File: src/rtl/mips_lsu_pkg.sv
// Shared types and decode helpers for the MIPS load/store unit.
package mips_lsu_pkg;

    // Operation encoding presented on req_op
    typedef enum logic [3:0] {
        LB  = 4'd0,
        LBU = 4'd1,
        LH  = 4'd2,
        LHU = 4'd3,
        LW  = 4'd4,
        LWL = 4'd5,
        LWR = 4'd6,
        SB  = 4'd7,
        SH  = 4'd8,
        SW  = 4'd9
    } lsu_op_t;

    // Sequencer states
    typedef enum logic [2:0] {
        S_IDLE      = 3'd0,
        S_LOAD      = 3'd1,
        S_RMW_READ  = 3'd2,
        S_RMW_WRITE = 3'd3,
        S_WRITE     = 3'd4,
        S_RESP      = 3'd5
    } lsu_state_t;

    // Encodings above SW are undefined and get faulted.
    function automatic logic is_valid_op(input logic [3:0] op);
        return (op <= 4'(SW));
    endfunction

    // LB..LWR are the loads; they occupy the low end of the encoding.
    function automatic logic is_load(input logic [3:0] op);
        return (op <= 4'(LWR));
    endfunction

    // Halfword accesses need an even address, word accesses a word-aligned one.
    // LWL/LWR and byte accesses are legal at any offset.
    function automatic logic is_misaligned(input logic [3:0] op, input logic [1:0] lo);
        logic mis;
        mis = 1'b0;
        case (op)
            4'(LH), 4'(LHU), 4'(SH): mis = lo[0];
            4'(LW), 4'(SW):          mis = |lo;
            default:                 mis = 1'b0;
        endcase
        return mis;
    endfunction

endpackage

File: src/rtl/mips_load_store_unit_align.sv
// Combinational lane logic: big-endian extract/extend/merge for loads and
// byte/halfword insertion for read-modify-write stores.
module lsu_align
    import mips_lsu_pkg::*;
(
    input  logic [3:0]  op,
    input  logic [1:0]  byte_off,
    input  logic [31:0] load_word,
    input  logic [31:0] load_rt,
    output logic [31:0] load_result,
    input  logic [31:0] store_word,
    input  logic [15:0] store_data,
    output logic [31:0] store_merged
);

    logic [7:0]  byte_val;
    logic [15:0] half_val;
    logic [4:0]  shl_amt;
    logic [4:0]  shr_amt;
    logic        is_sb;
    logic        is_sh;

    // Offset 0 is the most significant byte, so a right shift of 8*(3-k)
    // brings lane k down to bits [7:0]; 3-k on two bits is just ~k.
    assign shl_amt  = {byte_off, 3'b000};
    assign shr_amt  = {~byte_off, 3'b000};
    assign byte_val = 8'(load_word >> shr_amt);
    assign half_val = byte_off[1] ? load_word[15:0] : load_word[31:16];

    // Load result selection, including the unaligned LWL/LWR merges with rt
    always_comb begin
        load_result = '0;
        case (op)
            4'(LB):  load_result = {{24{byte_val[7]}}, byte_val};
            4'(LBU): load_result = {24'h0, byte_val};
            4'(LH):  load_result = {{16{half_val[15]}}, half_val};
            4'(LHU): load_result = {16'h0, half_val};
            4'(LW):  load_result = load_word;
            4'(LWL): load_result = (load_word << shl_amt)
                                 | (load_rt & ((32'h1 << shl_amt) - 32'h1));
            4'(LWR): load_result = (load_word >> shr_amt)
                                 | (load_rt & ~(32'hFFFF_FFFF >> shr_amt));
            default: load_result = '0;
        endcase
    end

    assign is_sb = (op == 4'(SB));
    assign is_sh = (op == 4'(SH));

    // Per-lane store merge: lane gi occupies bits [31-8*gi -: 8]
    genvar gi;
    generate
        for (gi = 0; gi < 4; gi++) begin : g_lane
            localparam logic [1:0] LANE = 2'(gi);
            logic [7:0] sh_byte;
            // Even lane of a halfword takes the upper data byte
            assign sh_byte = LANE[0] ? store_data[7:0] : store_data[15:8];
            assign store_merged[31-8*gi -: 8] =
                (is_sb && (byte_off == LANE))       ? store_data[7:0] :
                (is_sh && (byte_off[1] == LANE[1])) ? sh_byte :
                                                      store_word[31-8*gi -: 8];
        end
    endgenerate

endmodule

File: src/rtl/mips_load_store_unit.sv
// Load/store sequencer in front of a word-addressed memory without byte
// enables. One request at a time; sub-word stores are read-modify-write.
module mips_load_store_unit
    import mips_lsu_pkg::*;
#(
    parameter bit CHECK_ALIGN = 1'b1
) (
    input  logic        clk,
    input  logic        reset,
    input  logic        req_valid,
    output logic        req_ready,
    input  logic [3:0]  req_op,
    input  logic [31:0] req_addr,
    input  logic [31:0] req_wdata,
    input  logic [31:0] req_rt,
    output logic        resp_valid,
    output logic [31:0] resp_rdata,
    output logic        resp_fault,
    output logic [31:0] data_address,
    output logic        data_read,
    output logic        data_write,
    output logic [31:0] data_writedata,
    input  logic [31:0] data_readdata
);

    lsu_state_t  state_q, state_d;
    logic [3:0]  op_q, op_d;
    logic [31:0] addr_q, addr_d;
    logic [31:0] wdata_q, wdata_d;
    logic [31:0] rt_q, rt_d;
    logic [31:0] word_q, word_d;
    logic [31:0] result_q, result_d;
    logic        fault_q, fault_d;

    logic [31:0] load_result;
    logic [31:0] store_merged;

    // Loads merge straight from the memory bus at the end of the LOAD cycle;
    // stores merge from the word captured during RMW_READ.
    lsu_align u_align (
        .op           (op_q),
        .byte_off     (addr_q[1:0]),
        .load_word    (data_readdata),
        .load_rt      (rt_q),
        .load_result  (load_result),
        .store_word   (word_q),
        .store_data   (wdata_q[15:0]),
        .store_merged (store_merged)
    );

    // State and transaction registers; reset abandons any request in flight
    always_ff @(posedge clk or posedge reset) begin
        if (reset) begin
            state_q  <= S_IDLE;
            op_q     <= '0;
            addr_q   <= '0;
            wdata_q  <= '0;
            rt_q     <= '0;
            word_q   <= '0;
            result_q <= '0;
            fault_q  <= 1'b0;
        end else begin
            state_q  <= state_d;
            op_q     <= op_d;
            addr_q   <= addr_d;
            wdata_q  <= wdata_d;
            rt_q     <= rt_d;
            word_q   <= word_d;
            result_q <= result_d;
            fault_q  <= fault_d;
        end
    end

    // Next-state and capture logic
    always_comb begin
        state_d  = state_q;
        op_d     = op_q;
        addr_d   = addr_q;
        wdata_d  = wdata_q;
        rt_d     = rt_q;
        word_d   = word_q;
        result_d = result_q;
        fault_d  = fault_q;
        case (state_q)
            S_IDLE: begin
                if (req_valid) begin
                    op_d     = req_op;
                    addr_d   = req_addr;
                    wdata_d  = req_wdata;
                    rt_d     = req_rt;
                    result_d = '0;
                    fault_d  = 1'b0;
                    if (!is_valid_op(req_op) ||
                        (CHECK_ALIGN && is_misaligned(req_op, req_addr[1:0]))) begin
                        fault_d = 1'b1;
                        state_d = S_RESP;
                    end else if (is_load(req_op)) begin
                        state_d = S_LOAD;
                    end else if (req_op == 4'(SW)) begin
                        state_d = S_WRITE;
                    end else begin
                        state_d = S_RMW_READ;
                    end
                end
            end
            S_LOAD: begin
                result_d = load_result;
                state_d  = S_RESP;
            end
            S_RMW_READ: begin
                word_d  = data_readdata;
                state_d = S_RMW_WRITE;
            end
            S_RMW_WRITE: state_d = S_RESP;
            S_WRITE:     state_d = S_RESP;
            S_RESP:      state_d = S_IDLE;
            default:     state_d = S_IDLE;
        endcase
    end

    // Outputs decode only from registered state so reset drops strobes at once
    always_comb begin
        req_ready      = (state_q == S_IDLE);
        resp_valid     = (state_q == S_RESP);
        resp_rdata     = (state_q == S_RESP) ? result_q : 32'h0;
        resp_fault     = (state_q == S_RESP) && fault_q;
        data_address   = {addr_q[31:2], 2'b00};
        data_read      = (state_q == S_LOAD) || (state_q == S_RMW_READ);
        data_write     = (state_q == S_RMW_WRITE) || (state_q == S_WRITE);
        data_writedata = 32'h0;
        if (state_q == S_WRITE) begin
            data_writedata = wdata_q;
        end else if (state_q == S_RMW_WRITE) begin
            data_writedata = store_merged;
        end
    end

endmodule

File: config.mk
export PLATFORM = sky130hd
export DESIGN_NAME = mips_load_store_unit
export DESIGN_NICKNAME = d
export VERILOG_FILES = /design/src/rtl/mips_lsu_pkg.sv /design/src/rtl/mips_load_store_unit_align.sv /design/src/rtl/mips_load_store_unit.sv
export SDC_FILE = /design/constraint.sdc
export NUM_CORES = 1
export LEC_CHECK = 0
export BUFFER_PORTS_ARGS = -buffer_cell sky130_fd_sc_hd__buf_2
export CAP_MARGIN = 5
export CORE_UTILIZATION = 46
export CTS_CLUSTER_SIZE = 28
export DETAILED_ROUTE_END_ITERATION = 10
export GPL_ROUTABILITY_DRIVEN = 0
export PLACE_DENSITY_LB_ADDON = 0.05
export SYNTH_ARGS = -nofsm -noshare
export SYNTH_HDL_FRONTEND = slang
export SYNTH_SLANG_ARGS = --single-unit
export TNS_END_PERCENT = 5
File: constraint.sdc
create_clock -name clk -period 5.2 [get_ports clk]
set_input_delay 0.52 -clock clk [delete_from_list [all_inputs] [get_ports clk]]
set_output_delay 0.52 -clock clk [all_outputs]
set_load 0.02 [all_outputs]
==> flow_summary_export.csv <==
group,metric,value,unit
cts,cts_sinks,168,
placed_design,hpwl,18500,um
cts,cts_tree,"done",
grt,grt_start_max_net_pins,84,
cts,cts-buffers-inserted,17,
layout,stdcell_count,1258,
placed_design,dp.cells,1226,
power_and_ir_drop,p_int,3.95,mW
floorplan,start_util,0.476,
floorplan,die_x,145,um
cts,cts_max_level,4,
power_and_ir_drop,powerDensity,606,nW/um2
cts,postCtsSetupBuffers,0,
floorplan,core,19700,um2
sta,fin_crit,3530,ps
power_and_ir_drop,ir_drop,0.317,mV
floorplan,pin_count,236,
critical_path,r2r_setup_slack,2320,ps
sta,setup_tns,0,ps
critical_path,crit_buf_inv,1,
sta,fmax,283,MHz
routing,drc,0,
critical_path,critPathMaxStageDelay,830,ps
critical_path,path_class,"reg2out",
floorplan,fp.dieH,145,um
grt,antenna_found_initial,0,
power_and_ir_drop,seq_power_share,0.367,
grt,overflow,0,
cts,insertion_delay,430,ps
cts,clock_path_buffers,2,
critical_path,cp.depth,6,
critical_path,r2r_end,"wdata_q[29]",
layout,drive_gt1_frac,0.461,
sta,setup_viol,0,
grt,grt_pass1_wl,38900,um
power_and_ir_drop,comb_power_share,0.450,
sta,hold_violations,0,
cts,cts_hold_buf,0,
synth,avgSynthCellArea,11.6,um2
status,outcome,"completed",
sta,period_share,0.679,
critical_path,cp.arrival,3010,ps
routing,vias,7254,
routing,wl_per_cell,20.8,um
routing,routed_wl,26200,um
sta,slew_violations,0,
hold_path,hp-class,"in2async",
critical_path,crit_chain,"nor4b_2 > nor2b_1 > mux2i_1 > o21ai_0 > a22o_1 > buf_2",
cts,clk_pin_slew,70,ps
synth,netlist_area,9380,um2
placed_design,post-place-ws,2110,ps
synth,synth_flop_cell,"dfrtp_1",
synth,yosys_warnings,0,
critical_path,reg2reg_from,"state_q[0]",
layout,fill_cells,1787,
critical_path,critPathCapture,"data_writedata[28]",
routing,avgViaCountPerCell,5.77,
routing,drt_iter0_markers,578,
critical_path,startpoint_type,"register",
sta,rsz0062_at_grt,"no",
synth,synth_edf_count,0,
critical_path,crit_start,"op_q[3]",
grt,grt.total_usage,0.251,
sta,worst_pin_slew,1190,ps
synth,seq_area_frac_synth,0.448,
critical_path,r2r_cells,4,
sta,slew_headroom,0.206,
synth,synthDistinctLibCells,55,
power_and_ir_drop,p_switching,2.73,mW
critical_path,required,4680,ps
layout,nets,1116,
power_and_ir_drop,sw_frac_of_total,0.409,
power_and_ir_drop,p_clk_frac,0.183,
cts,root_buffer,"clkbuf_16",
routing,ant_nets,0,
floorplan,row_count,51,
sta,layout_setup_ws,1670,ps
synth,async_flop_share,1.00,
sta,clock_skew,9.61,ps
critical_path,endpoint_kind,"output pin",
layout,areaGrowthSynthToFinish,17.4,%
floorplan,die-area,21000,um2
flow_run,maxCapViolCount,0,
power_and_ir_drop,p_leak,5.06,nW
layout,antenna_cells,0,
cts,cts_resized,0,
placed_design,portBuffers,233,
critical_path,crit_fanout,11,
critical_path,path_delay_family,"simple AND/OR/NAND/NOR gates",
critical_path,crit_path_top_delay_cell,"nor2b_1",
synth,ys_ff_latch,168,
synth,netlist_instances,810,
grt,grt_pass1_vias,6947,
routing,first_pass_iters,8,
## metal layers
metal,up-vias,share of wire,track usage
met1,3565,0.44,0.338
met2,314,0.48,0.404
met3,44,0.063,0.0474
met5,-,0,0
met4,0,0.018,0.0898
li1,3331,-,-
## state kept, by name (all words and copies together) (netlist names)
signal / count
result_q: 32
word_q: 32
wdata_q: 32
op_q: 4
rt_q: 32
state_q: 3
fault_q: 1
addr_q: 32
## cell usage in the layout, fill, tap and decap left out, drive strengths merged, types with 2 or more instances in the layout
cell        n
clkinv      2
nor3b       6
o211ai     16
mux2      139
a32o        7
nor4b       2
and2       36
a221o       5
nand3b      2
o21ai      50
inv        13
nand2      64
clkinvlp    4
a21o        3
nor4        2
nand3       5
clkbuf     19
nor2       14
mux4       15
a22oi      15
nand4       2
buf       244
nor4bb      2
dfrtp     168
a22o       27
nand2b      3
mux2i      49
conb        2
nor2b       5
nor3        4
a31oi      23
a222oi     17
a21oi      15
and3        2
## logic make-up after synthesis
kind of cell    synth area share
compound gates             0.142
xor+xnor                0.000934
fa+ha+maj                0.00133
buf+inv                   0.0621
flops                      0.448
mux                        0.255
other cells             0.000400
simple gates              0.0904
## final cells by class
| type | count | area [um2] | share of cell area |
|---|---|---|---|
| multi-input combinational | 543 | 4640 | 0.421 |
| timing repair buffer | 244 | 1250 | 0.113 |
| clock buffer | 19 | 453 | 0.0411 |
| sequential | 168 | 4210 | 0.382 |
| tap | 265 | 332 | 0.0301 |
| clock inverter | 13 | 110 | 0.0100 |
| inverter | 6 | 27.5 | 0.00250 |
## synth_stat cells, types with 15 or more instances
master,n,area [um2]
a31oi_1,23,144
o21ai_0,40,200
buf_2,31,155
mux4_2,15,338
a22oi_1,15,113
buf_4,43,323
a222oi_1,17,170
and2_1,36,225
mux2i_1,49,490
dfrtp_1,168,4200
nand2_1,64,240
clkbuf_1,17,63.8
a22o_1,27,236
mux2_2,139,1570
## power by group through the flow
stage	clock [mW]	sequential (mW)	combinational, mW
2_1_floorplan	0	2.20	2.57
3_3_place_gp	0	2.46	2.97
3_5_place_dp	0	2.47	3.00
4_1_cts	1.25	2.45	3.01
5_1_grt	1.29	2.54	3.25
6_report	1.22	2.45	3.00
## per-stage QoR
stage | hold WS (ps) | total power, mW | cell area (um2) | utilization
floorplan | 448 | 4.77 | 9390 | -
global placement | 471 | 5.43 | 10500 | 0.530
detailed placement | 473 | 5.47 | 10500 | 0.530
CTS | 231 | 6.72 | 11000 | 0.559
global route | 272 | 7.08 | 11000 | 0.559
finish | 201 | 6.67 | 11000 | 0.559
## worst register-to-register path: stages (launching register included)
cell and delay [ps]:
dfrtp_1 550, nor3_1 400, and2_4 940, buf_4 480, mux2_2 380
## how the worst min path moves through the flow
stage	endpoint	depth (start not counted)	startpoint
3_5_place_dp	result_q[15]	2	result_q[15]
2_1_floorplan	result_q[15]	2	result_q[15]
3_3_place_gp	result_q[15]	2	result_q[15]
6_report	addr_q[12]	2	reset
5_1_grt	addr_q[12]	2	reset
4_1_cts	addr_q[12]	2	reset
Note: power is estimated with default switching activity, not from simulation.
